[src/rtl/vp_encoder_sched_if.sv]
// Encoder/PE-side bus of the VP encoder row scheduler.
// Signal names carry the scheduler's direction (o_ = driven by the scheduler).
interface vp_encoder_sched_if #(
  parameter int ROW_W = 8
);
  logic [ROW_W-1:0] o_row_idx;
  logic             o_enc_start;
  logic             i_enc_right_rdy;
  logic             i_enc_left_rdy;
  logic             i_enc_finish;
  logic             o_pe_valid;
  logic             o_pe_sel;
  logic             o_pe_last;
  logic             i_pe_ready;

  modport master (
    output o_row_idx, o_enc_start, o_pe_valid, o_pe_sel, o_pe_last,
    input  i_enc_right_rdy, i_enc_left_rdy, i_enc_finish, i_pe_ready
  );

  modport slave (
    input  o_row_idx, o_enc_start, o_pe_valid, o_pe_sel, o_pe_last,
    output i_enc_right_rdy, i_enc_left_rdy, i_enc_finish, i_pe_ready
  );
endinterface

[src/rtl/vp_encoder_sched.sv]
// VP encoder row scheduler: row stepping, encoder start, buffer forwarding to the PE array.
// Optional perf counters (o_stall_cnt / o_xfer_cnt) are built when VPENC_SCHED_PERF_EN is defined.
module vp_encoder_sched #(
  parameter int ROW_W    = 8,
  parameter int LOAD_LAT = 2,
  parameter int CNT_W    = 16
) (
  input  logic               i_clk,
  input  logic               i_rst_n,
  input  logic               i_cfg_start,
  input  logic [ROW_W-1:0]   i_num_rows,
  vp_encoder_sched_if.master bus,
  output logic               o_busy,
  output logic               o_done,
  output logic               o_err_overrun
`ifdef VPENC_SCHED_PERF_EN
  ,
  output logic [CNT_W-1:0]   o_stall_cnt,
  output logic [CNT_W-1:0]   o_xfer_cnt
`endif
);

  localparam int LW = (LOAD_LAT > 1) ? $clog2(LOAD_LAT) : 1;

  if (LOAD_LAT < 1 || CNT_W < 1) begin : g_bad_param
    $error("vp_encoder_sched: LOAD_LAT and CNT_W must be >= 1");
  end

  typedef enum logic [2:0] {
    S_IDLE, S_LOAD, S_RUN, S_DRAIN, S_DONE
  } state_t;

  state_t           r_state;
  logic [ROW_W-1:0] r_rows;
  logic [LW-1:0]    r_load_cnt;

  logic w_fwd, w_rdy, w_both, w_xfer, w_fin, w_empty, w_start;

  assign w_start = (r_state == S_IDLE) & i_cfg_start;
  assign w_fwd   = (r_state == S_RUN) | (r_state == S_DRAIN);
  assign w_rdy   = bus.i_enc_right_rdy | bus.i_enc_left_rdy;
  assign w_both  = bus.i_enc_right_rdy & bus.i_enc_left_rdy;
  assign w_xfer  = bus.o_pe_valid & bus.i_pe_ready;
  assign w_fin   = (r_state == S_RUN) & bus.i_enc_finish;
  // Nothing left to hand over once the current offer is taken and no new buffer arrives.
  assign w_empty = (~bus.o_pe_valid | w_xfer) & ~w_rdy;

  always_ff @(posedge i_clk or negedge i_rst_n) begin
    if (!i_rst_n) begin
      r_state         <= S_IDLE;
      r_rows          <= '0;
      r_load_cnt      <= '0;
      bus.o_row_idx   <= '0;
      bus.o_enc_start <= 1'b0;
      bus.o_pe_valid  <= 1'b0;
      bus.o_pe_sel    <= 1'b0;
      bus.o_pe_last   <= 1'b0;
      o_busy          <= 1'b0;
      o_done          <= 1'b0;
      o_err_overrun   <= 1'b0;
    end else begin
      bus.o_enc_start <= 1'b0;
      o_done          <= 1'b0;

      // A fresh ready pulse always wins: it either re-arms after a handshake
      // or overwrites an unaccepted buffer (overrun, old buffer dropped).
      if (w_fwd) begin
        if (w_rdy) begin
          bus.o_pe_valid <= 1'b1;
          bus.o_pe_sel   <= bus.i_enc_left_rdy;
          bus.o_pe_last  <= (r_state == S_DRAIN) | w_fin;
          if ((bus.o_pe_valid & ~bus.i_pe_ready) | w_both)
            o_err_overrun <= 1'b1;
        end else if (w_xfer) begin
          bus.o_pe_valid <= 1'b0;
          bus.o_pe_last  <= 1'b0;
        end else if (w_fin & bus.o_pe_valid) begin
          bus.o_pe_last  <= 1'b1;
        end
      end else begin
        bus.o_pe_valid <= 1'b0;
        bus.o_pe_last  <= 1'b0;
      end

      case (r_state)
        S_IDLE: begin
          if (i_cfg_start) begin
            r_rows        <= i_num_rows;
            o_err_overrun <= 1'b0;
            o_busy        <= 1'b1;
            if (i_num_rows == '0) begin
              r_state <= S_DONE;
            end else begin
              bus.o_row_idx <= '0;
              r_load_cnt    <= '0;
              r_state       <= S_LOAD;
            end
          end
        end
        S_LOAD: begin
          if (r_load_cnt == LW'(LOAD_LAT - 1)) begin
            bus.o_enc_start <= 1'b1;
            r_state         <= S_RUN;
          end else begin
            r_load_cnt <= r_load_cnt + LW'(1);
          end
        end
        S_RUN: begin
          if (bus.i_enc_finish) r_state <= S_DRAIN;
        end
        S_DRAIN: begin
          if (w_empty) begin
            if (bus.o_row_idx == r_rows - ROW_W'(1)) begin
              r_state <= S_DONE;
            end else begin
              bus.o_row_idx <= bus.o_row_idx + ROW_W'(1);
              r_load_cnt    <= '0;
              r_state       <= S_LOAD;
            end
          end
        end
        S_DONE: begin
          o_done  <= 1'b1;
          o_busy  <= 1'b0;
          r_state <= S_IDLE;
        end
        default: r_state <= S_IDLE;
      endcase
    end
  end

`ifdef VPENC_SCHED_PERF_EN
  always_ff @(posedge i_clk or negedge i_rst_n) begin
    if (!i_rst_n) begin
      o_stall_cnt <= '0;
      o_xfer_cnt  <= '0;
    end else if (w_start) begin
      o_stall_cnt <= '0;
      o_xfer_cnt  <= '0;
    end else begin
      if (bus.o_pe_valid & ~bus.i_pe_ready & (o_stall_cnt != '1))
        o_stall_cnt <= o_stall_cnt + CNT_W'(1);
      if (w_xfer & (o_xfer_cnt != '1))
        o_xfer_cnt <= o_xfer_cnt + CNT_W'(1);
    end
  end
`endif

endmodule
[src/flat_wrapper.sv]
// flat-port wrapper written by rule: the top's interface ports become plain ports
module vp_encoder_sched_flat 
#(
  parameter int ROW_W    = 8,
  parameter int LOAD_LAT = 2,
  parameter int CNT_W    = 16
)
  (i_clk, i_rst_n, i_cfg_start, i_num_rows, o_busy, o_done, o_err_overrun, bus_o_row_idx, bus_o_enc_start, bus_o_pe_valid, bus_o_pe_sel, bus_o_pe_last, bus_i_enc_right_rdy, bus_i_enc_left_rdy, bus_i_enc_finish, bus_i_pe_ready);
  vp_encoder_sched_if #(.ROW_W(ROW_W)) bus_i ();
  input  logic i_clk;
  input  logic i_rst_n;
  input  logic i_cfg_start;
  input  logic [ROW_W-1:0] i_num_rows;
  output logic o_busy;
  output logic o_done;
  output logic o_err_overrun;
  output wire logic [$bits(bus_i.o_row_idx)-1:0] bus_o_row_idx;
  output wire logic [$bits(bus_i.o_enc_start)-1:0] bus_o_enc_start;
  output wire logic [$bits(bus_i.o_pe_valid)-1:0] bus_o_pe_valid;
  output wire logic [$bits(bus_i.o_pe_sel)-1:0] bus_o_pe_sel;
  output wire logic [$bits(bus_i.o_pe_last)-1:0] bus_o_pe_last;
  input wire logic [$bits(bus_i.i_enc_right_rdy)-1:0] bus_i_enc_right_rdy;
  input wire logic [$bits(bus_i.i_enc_left_rdy)-1:0] bus_i_enc_left_rdy;
  input wire logic [$bits(bus_i.i_enc_finish)-1:0] bus_i_enc_finish;
  input wire logic [$bits(bus_i.i_pe_ready)-1:0] bus_i_pe_ready;
  assign bus_o_row_idx = bus_i.o_row_idx;
  assign bus_o_enc_start = bus_i.o_enc_start;
  assign bus_o_pe_valid = bus_i.o_pe_valid;
  assign bus_o_pe_sel = bus_i.o_pe_sel;
  assign bus_o_pe_last = bus_i.o_pe_last;
  assign bus_i.i_enc_right_rdy = bus_i_enc_right_rdy;
  assign bus_i.i_enc_left_rdy = bus_i_enc_left_rdy;
  assign bus_i.i_enc_finish = bus_i_enc_finish;
  assign bus_i.i_pe_ready = bus_i_pe_ready;
  vp_encoder_sched #(.ROW_W(ROW_W), .LOAD_LAT(LOAD_LAT), .CNT_W(CNT_W)) u_core (.i_clk(i_clk), .i_rst_n(i_rst_n), .i_cfg_start(i_cfg_start), .i_num_rows(i_num_rows), .bus(bus_i), .o_busy(o_busy), .o_done(o_done), .o_err_overrun(o_err_overrun));
endmodule
[config.mk]
export PLATFORM = sky130hd
export DESIGN_NAME = vp_encoder_sched_flat
export DESIGN_NICKNAME = d
export VERILOG_FILES = /design/src/rtl/vp_encoder_sched_if.sv /design/src/rtl/vp_encoder_sched.sv /design/src/flat_wrapper.sv
export SDC_FILE = /design/constraint.sdc
export NUM_CORES = 1
export LEC_CHECK = 0
export CAP_MARGIN = 40
export CORE_MARGIN = 1
export CORE_UTILIZATION = 48
export CTS_CLUSTER_DIAMETER = 40
export DETAILED_ROUTE_END_ITERATION = 12
export PLACE_DENSITY_LB_ADDON = 0.08
export SLEW_MARGIN = 20
export SYNTH_ARGS = -nofsm -noshare
export SYNTH_HDL_FRONTEND = slang
export SYNTH_SLANG_ARGS = --single-unit
[constraint.sdc]
create_clock -name i_clk -period 2.9 [get_ports i_clk]
set_input_delay 0.725 -clock i_clk [delete_from_list [all_inputs] [get_ports i_clk]]
set_output_delay 0.725 -clock i_clk [all_outputs]
set_load 0.01 [all_outputs]
# Word-level counts from Yosys, hierarchy flattened
# Index checks and enable logic that the tools add are counted.
word_totals:
  reg_bits: 27
  in_bits: 15
  output_inout_bits: 15
  elab_cells: 87
classes:
  addsub: 3
  eq_ne: 13
  mux: 35
  bitwise: 14
  reduce_logical: 11
ops:
  columns: ["op", "n"]
  rows:
  - ["$mux W8", 4]
  - ["$mux W1", 21]
  - ["$mux W3", 6]
  - ["$pmux W8 S2", 1]
  - ["$pmux W3 S4", 1]
  - ["$reduce_and A5 Y1", 2]
  - ["$add A8 B1 Y8 const B", 1]
  - ["$eq A8 B8 Y1", 1]
  - ["$logic_not A8 Y1", 1]
  - ["$ne A2 B2 Y1 const B", 4]
  - ["$sub A8 B1 Y8 const B", 1]
  - ["$and A1 B1 Y1", 6]
  - ["$eq A3 B2 Y1 const B", 2]
  - ["$reduce_and A2 Y1", 3]
  - ["$or A1 B1 Y1", 5]
  - ["$ne A2 B1 Y1 const B", 2]
  - ["$ne A4 B4 Y1 const B", 1]
  - ["$reduce_and A4 Y1", 1]
  - ["$reduce_bool A2 Y1", 2]
  - ["$eq A3 B1 Y1 const B", 1]
  - ["$eq A3 B3 Y1 const B", 1]
  - ["$logic_not A3 Y1", 1]
  - ["$ne A3 B3 Y1 const B", 1]
  - ["$not A1 Y1", 3]
  - ["4 further kinds", 4]

# Depth between registers and ports, before layout
# Gate-level depths: netlist (run 1).
logic_depth:
  ltp_word: 8
  ltp_mapped: 10

# Worst setup path before layout (run 1)
# OpenSTA, ideal clock, no wires.
synth_timing:
  path_type: "reg-to-reg"
  start: "reg u_core.r_rows[0]"
  end: "reg u_core.bus.o_row_idx[3]"
  setup_ns: 0.121
  arrival_time_ns: 2.073
  setup_slack_ns: 0.706
  stages_incl_launch_ff: 11
  n_path_buf: 1
  cell_sequence: "dfrtp_1 inv_1 ha_1 nor3b_1 a21oi_1 nand4b_1 a211o_1 o21ai_1 buf_2 nor3_1 o22a_1"
synth_via:
  elab_chain_cells: 4
synth_lines:
  columns: ["item", "line", "text"]
  rows:
  - ["start: declaration", "vp_encoder_sched.sv:34", "logic [ROW_W-1:0] r_rows;"]
  - ["start signal: assignment", "vp_encoder_sched.sv:88", "r_rows <= i_num_rows;"]
  - ["$sub A8 B1 Y8", "vp_encoder_sched.sv:113", "if (bus.o_row_idx == r_rows - ROW_W'(1)) begin"]
  - ["$eq A8 B8 Y1", "vp_encoder_sched.sv:113", null]
  - ["$ne A2 B2 Y1 (no source line)", null, null]
  - ["$reduce_and A5 Y1 (no source line)", null, null]
  - ["end signal: assignment", "vp_encoder_sched.sv:116", "bus.o_row_idx <= bus.o_row_idx + ROW_W'(1);"]
  - ["end: declaration", "vp_encoder_sched_if.sv:17", "output o_row_idx, o_enc_start, o_pe_valid, o_pe_sel, o_pe_last,"]
# No other way between the ends.
# A chain may end at the register's enable or synchronous reset.

# Worst setup path after layout (run 1)
# Ends and elaborated chain as after synthesis.

==> impl_metrics.csv, run 1 <==
group,metric,value,unit
run_status,status,"finished, final reports clean",
power,peakVddDrop,0.396,mV
synthesis,synth_edf_count,0,
layout,final_cells,241,
worst_setup_path,cpMaxStageDelayCell,"dfrtp_1",
sta,clock-skew-final,8.86,ps
power,p_leak,0.774,nW
clock_network,numCtsBuffers,3,
drt,vias,1402,
layout,syn2layout_area_growth,23.8,%
synthesis,synth_compound_area_share,19.2,%
worst_setup_path,cp.required,3140,ps
synthesis,synth_nets,184,
global_routing,grt_overflow,0,
drt,post_drt_via_cell_ratio,5.82,
synthesis,muxShareOfSynthArea,4.28,%
floorplanning,boundaryPins,30,
worst_setup_path,path_cells,"inv_1, ha_1, nor3b_1, a21oi_1, nand4b_1, a211o_1, o21ai_2, nor3_1, o22a_1",
clock_network,clock-sinks,27,
synthesis,synth_fa_ha_area_share,2.22,%
clock_network,cts.path.max_buffers,2,
global_routing,grt_antenna_before_repair,0,
worst_setup_path,worstRegToRegCells,9,
drt,wl_per_cell,13.9,um
clock_network,root_buffer,"clkbuf_4",
layout,diodes,0,
global_routing,grt_pass1_wl,5820,um
worst_setup_path,cp_data_arrival_time,2730,ps
sta,fin_crit_sh,85.8,%
global_routing,grt_pass1_vias,1345,
drt,drc_errors,0,
min_path,hold_path_startpoint,"u_core.o_err_overrun",
global_routing,grt_start_max_net_pins,28,
sta,slew-limit-headroom,70.5,%
synthesis,yosys.cell_types.count,47,
sta,maxSlewViolCount,0,
layout,nets,215,
synthesis,syn_inst,167,
synthesis,synth.top_cell.area_share,42.8,%
layout,reg_top3,"u_core.bus.o_row_idx (8), u_core.r_rows (8), u_core.r_state (3)",
floorplanning,num_rows,20,
sta,hold_viol_final,0,
min_path,worstHoldPathType,"register to register",
placed_design,port-buffer-count,29,
floorplanning,start_util,51.3,%
synthesis,synth_top_family_by_area,"simple AND/OR/NAND/NOR gates",
worst_setup_path,crit_type,"register to register",
placed_design,place_congestion,0.827,
synthesis,avgSynthCellArea,9.46,um^2
clock_network,h-tree-depth,1,
sta,hold_slack,517,ps
synthesis,synth-main-ff-cell,"dfrtp_1",
worst_setup_path,timing.rr.start,"u_core.r_rows[0]",
synthesis,syn_area,1580,um^2
floorplanning,dieArea,3530,um^2
floorplanning,core,3080,um^2
worst_setup_path,end_kind,"register",
worst_setup_path,rrSetupSlack,410,ps
drt,wirelength,3360,um
clock_network,cts_tree,"built",
drt,dr.pass1.iters,4,
synthesis,synth_xor_area_share,3.88,%
synthesis,yosys-top-cells-count,"dfrtp_1 (27), nor2_1 (13), o21ai_0 (12)",
layout,layout-drive-gt1-share,9.64,%
sta,fin_setup_tns,0,ps
synthesis,ys_seq_area_share,42.8,%
sta,tightest_slew,442,ps
worst_setup_path,cp_top_family,"compound AO/OA/AOI/OAI gates",
power,pwr_density_cell,930,nW/um^2
min_path,worst_hold_path.endpoint,"u_core.o_err_overrun",
floorplanning,die_y,59.4,um
drt,drtIter0Drc,54,
sta,min_period,2490,ps
placed_design,place_hpwl,2490,um
synthesis,ys_async_sr_fraction,100,%
worst_setup_path,crit_fanout,11,
floorplanning,die_w,59.4,um
synthesis,synth_largest_area_cell,"dfrtp_1",
sta,fmax,402,MHz
flow_run,drv_cap,0,
clock_network,clk_pin_slew,150,ps
worst_setup_path,setup.worst_path.start_class,"register",
worst_setup_path,cp_num_buf_inv,1,
clock_network,clkLatencyLatePin,330,ps
clock_network,cts_hold_buf,0,
sta,rsz0062_at_grt,"no",
synthesis,synth-seq-cells,27,
global_routing,grt_usage,21.8,%
sta,finalSetupViolCount,0,
synthesis,ys_warn_count,0,
worst_setup_path,max_stage_delay,450,ps
synthesis,yosysMostFrequentCell,"dfrtp_1",
worst_setup_path,crit_cells,9,
min_path,hold_depth,2,
synthesis,synth.area.top_cells,"dfrtp_1 (43%), mux2_2 (4.3%), o21ai_0 (3.8%)",
synthesis,synthSimpleGateAreaFrac,24.4,%
worst_setup_path,r2r-end,"u_core.bus.o_row_idx[3]",
drt,drtAntennaViolNets,0,
placed_design,dp_cells,237,
==> where the power goes <==
part	internal (mW)	switching (mW)	total [mW]	leakage, nW
Sequential	0.514	0.175	0.689	0.332
Clock	0.0540	0.112	0.166	0.0150
Combinational	0.485	0.479	0.964	0.427
Total	1.05	0.766	1.82	0.774
==> layout make-up <==
cell class                 count  area [um^2]
multi-input combinational    127          856
tap                           44         55.1
sequential                    27          676
inverter                       6         22.5
fill                         274         1120
timing repair buffer          33          320
clock buffer                   4         26.3
==> worst max path at each step <==
stage	from	end	slack, ps
detailed placement	i_num_rows[5]	u_core.bus.o_row_idx[3]	210
CTS	u_core.r_rows[0]	u_core.bus.o_row_idx[3]	220
floorplan	u_core.r_rows[0]	u_core.bus.o_row_idx[3]	710
global route	u_core.r_rows[0]	u_core.bus.o_row_idx[3]	150
global placement	bus_i_pe_ready	u_core.r_load_cnt	290
finish	u_core.r_rows[0]	u_core.bus.o_row_idx[3]	410
==> worst reg2reg max path: stages, from the launching register on <==
cell and delay, ps:
dfrtp_1 450, inv_1 90, ha_1 210, nor3b_1 340, a21oi_1 110, nand4b_1 260
a211o_1 320, o21ai_2 340, nor3_1 80, o22a_1 210
==> logic make-up (layout without fill, tap and decap cells) <==
kind of cell    count (synthesis)  after routing
simple gates                   67             67
mux                             6              6
xor+xnor                        7              7
flops                          27             27
buf+inv                        13             43
compound gates                 44             44
fa+ha+maj                       3              3
==> stage by stage <==
| step | area (um^2) | setup WS [ps] | total power [mW] | util, % |
|---|---|---|---|---|
| 2_1_floorplan | 1580 | 706 | 1.34 | - |
| 3_3_place_gp | 1930 | 289 | 1.61 | 62.6 |
| 3_5_place_dp | 1930 | 210 | 1.65 | 62.6 |
| 4_1_cts | 1950 | 224 | 1.81 | 63.4 |
| 5_1_grt | 1960 | 147 | 1.96 | 63.5 |
| 6_report | 1960 | 411 | 1.82 | 63.5 |
==> cells in the final DEF, fill, tap and decap left out, types with 4 or more instances in the layout <==
cell,synthesis,layout
a211o_1,4,4
a21oi_1,7,7
a31oi_1,4,4
buf_4,0,4
clkdlybuf4s50_1,0,29
dfrtp_1,27,27
inv_1,6,6
mux2_2,6,6
nand2_1,6,6
nand2b_1,5,5
nand3_1,9,9
nor2_1,13,13
nor3_1,8,8
o21ai_0,12,12
xnor2_1,5,5
==> what timing repair did <==
action / CTS / global route
resized for setup: 0 / 1
endpoints found under the setup margin: 0 / 5
setup buffers: 0 / 0
==> per-layer routing <==
metal | routed length (um) | GRT usage, % | up-vias
met5 | 0 | 0 | -
met4 | 51 | 7.82 | 0
met3 | 106 | 2.84 | 7
met2 | 1670 | 37.7 | 30
met1 | 1530 | 27.8 | 681
li1 | - | - | 684
(Power assumes the default switching activity.)
==> run 2: changes to the inputs <==
--- a/config.mk
+++ b/config.mk
@@ -15,3 +15,4 @@
 export SYNTH_ARGS = -nofsm -noshare
 export SYNTH_HDL_FRONTEND = slang
 export SYNTH_SLANG_ARGS = --single-unit
+export TNS_END_PERCENT = 50
==> results of run 2 <==
Final layout, timing and power as in run 1 (identical DEF).
==> run 3: changes to the inputs <==
--- a/config.mk
+++ b/config.mk
@@ -6,9 +6,10 @@
 export NUM_CORES = 1
 export LEC_CHECK = 0
 export CAP_MARGIN = 40
+export CORE_ASPECT_RATIO = 0.7
 export CORE_MARGIN = 1
 export CORE_UTILIZATION = 48
-export CTS_CLUSTER_DIAMETER = 40
+export CTS_CLUSTER_DIAMETER = 150
 export DETAILED_ROUTE_END_ITERATION = 12
 export PLACE_DENSITY_LB_ADDON = 0.08
 export SLEW_MARGIN = 20
==> impl_metrics.csv, run 3 (synthesized netlist as in run 1, its figures left out) <==
group,metric,value,unit
layout,layout-drive-gt1-share,10.2,%
drt,wl_per_cell,15.3,um
global_routing,grt_pass1_wl,5980,um
worst_setup_path,crit_type,"register to register",
global_routing,grt_overflow,0,
clock_network,cts_tree,"built",
worst_setup_path,timing.rr.start,"u_core.r_rows[0]",
run_status,status,"complete, but fails checks",
layout,fin_area,1970,um^2
drt,drtIter0Drc,70,
sta,slew-limit-headroom,70.7,%
layout,fill_cells,267,
clock_network,numCtsBuffers,3,
worst_setup_path,crit_fanout,11,
clock_network,cts_resized,0,
sta,fin_setup_tns,0,ps
global_routing,grt_usage,21.9,%
clock_network,post_cts_buffers,0,
placed_design,dpl_cell_area,1920,um^2
drt,wirelength,3590,um
clock_network,h-tree-depth,1,
drt,vias,1385,
clock_network,clock-sinks,27,
flow_run,drv_cap,0,
layout,final_cell_mix,"clkdlybuf4s50_1 (29), dfrtp_1 (27), nor2_1 (13)",
layout,syn2layout_area_growth,24.5,%
power,p_leak,0.785,nW
worst_setup_path,cp.required,3060,ps
placed_design,place_congestion,0.775,
drt,drc_errors,8,
floorplanning,num_rows,17,
worst_setup_path,crit_path_end,"u_core.bus.o_row_idx[3]",
sta,hold_viol_final,0,
power,peakVddDrop,0.618,mV
clock_network,clkLatencyLatePin,270,ps
placed_design,port-buffer-count,29,
global_routing,grt_start_max_net_pins,28,
worst_setup_path,rrSetupSlack,360,ps
clock_network,root_buffer,"clkbuf_8",
layout,nets,215,
floorplanning,core,3150,um^2
floorplanning,dieArea,3530,um^2
drt,post_drt_via_cell_ratio,5.89,
sta,rsz0062_at_grt,"no",
sta,hold_slack,504,ps
min_path,hold_depth,2,
layout,layout_commonest_cell,"clkdlybuf4s50_1",
sta,min_period,2540,ps
worst_setup_path,setup.worst_path.start_class,"register",
placed_design,place_hpwl,2620,um
min_path,worstHoldPathType,"register to register",
layout,diodes,0,
sta,fin_crit_sh,87.6,%
floorplanning,die_w,70.6,um
worst_setup_path,r2r-end,"u_core.bus.o_row_idx[3]",
global_routing,grt_pass1_vias,1251,
sta,tightest_slew,439,ps
drt,drtAntennaViolNets,0,
run_status,failed_checks,"DRC",
sta,maxSlewViolCount,0,
worst_setup_path,cp_data_arrival_time,2700,ps
power,p_total,1.89,mW
floorplanning,boundaryPins,30,
clock_network,clk_pin_slew,90,ps
floorplanning,die_y,50.0,um
sta,fmax,394,MHz
worst_setup_path,worstRegToRegCells,9,
clock_network,cts_hold_buf,0,
clock_network,cts.path.max_buffers,2,
worst_setup_path,end_kind,"register",
sta,clock-skew-final,1.73,ps
floorplanning,start_util,50.2,%
worst_setup_path,startpoint,"u_core.r_rows[0]",
layout,reg_top3,"u_core.bus.o_row_idx (8), u_core.r_rows (8), u_core.r_state (3)",
power,pwr_density_cell,958,nW/um^2
sta,finalSetupViolCount,0,
global_routing,grt_antenna_before_repair,0,
drt,dr.pass1.iters,8,
==> run 3: worst min path at each step <==
| stage | startpoint | to | slack [ps] |
|---|---|---|---|
| after detailed placement | u_core.bus.o_pe_sel | u_core.bus.o_pe_sel | 490 |
| after CTS | u_core.o_err_overrun | u_core.o_err_overrun | 510 |
| final | u_core.o_err_overrun | u_core.o_err_overrun | 500 |
| after global routing | u_core.bus.o_pe_sel | u_core.bus.o_pe_sel | 550 |
| after floorplan | i_rst_n | u_core.bus.o_enc_start | 430 |
| after global placement | u_core.o_err_overrun | u_core.o_err_overrun | 480 |
==> run 3: per-layer routing <==
layer | global-route usage, % | part of all wire (%)
met2 | 31.6 | 40
met1 | 33.6 | 54
met5 | 0 | 0
met4 | 3.33 | 0.22
met3 | 5.52 | 5.9
==> run 3: metrics by stage <==
step | std cells | util, % | setup slack [ps]
after floorplan | 167 | - | 706
after global placement | 231 | 60.9 | 271
after detailed placement | 231 | 60.9 | 210
after CTS | 235 | 62.4 | 198
after global routing | 235 | 62.5 | 131
final | 235 | 62.5 | 360
==> run 3: power breakdown <==
group          internal (mW)  leakage (nW)  switching, mW
Combinational          0.485         0.427          0.488
Clock                 0.0962        0.0255          0.114
Sequential             0.515         0.332          0.187
Total                   1.10         0.785          0.790
==> run 3: area by class of cell <==
type                    instances  area [um^2]  share of cell area [%]
clock buffers                   3         41.3                    2.10
clock inverters                 1         5.00                   0.254
inverters                       6         22.5                    1.14
multi-input cells             127          856                    43.5
flip-flops and latches         27          676                    34.3
well taps                      38         47.5                    2.42
repair buffers                 33          320                    16.3
==> run 3: worst max-delay path, cell delays in order, from the launching register on <==
cell      delay [ps]
dfrtp_1          440
inv_1             90
ha_1             220
nor3b_1          350
a21oi_1          110
nand4b_1         280
a211o_1          330
o21ai_2          330
nor3_1            80
o22a_1           200
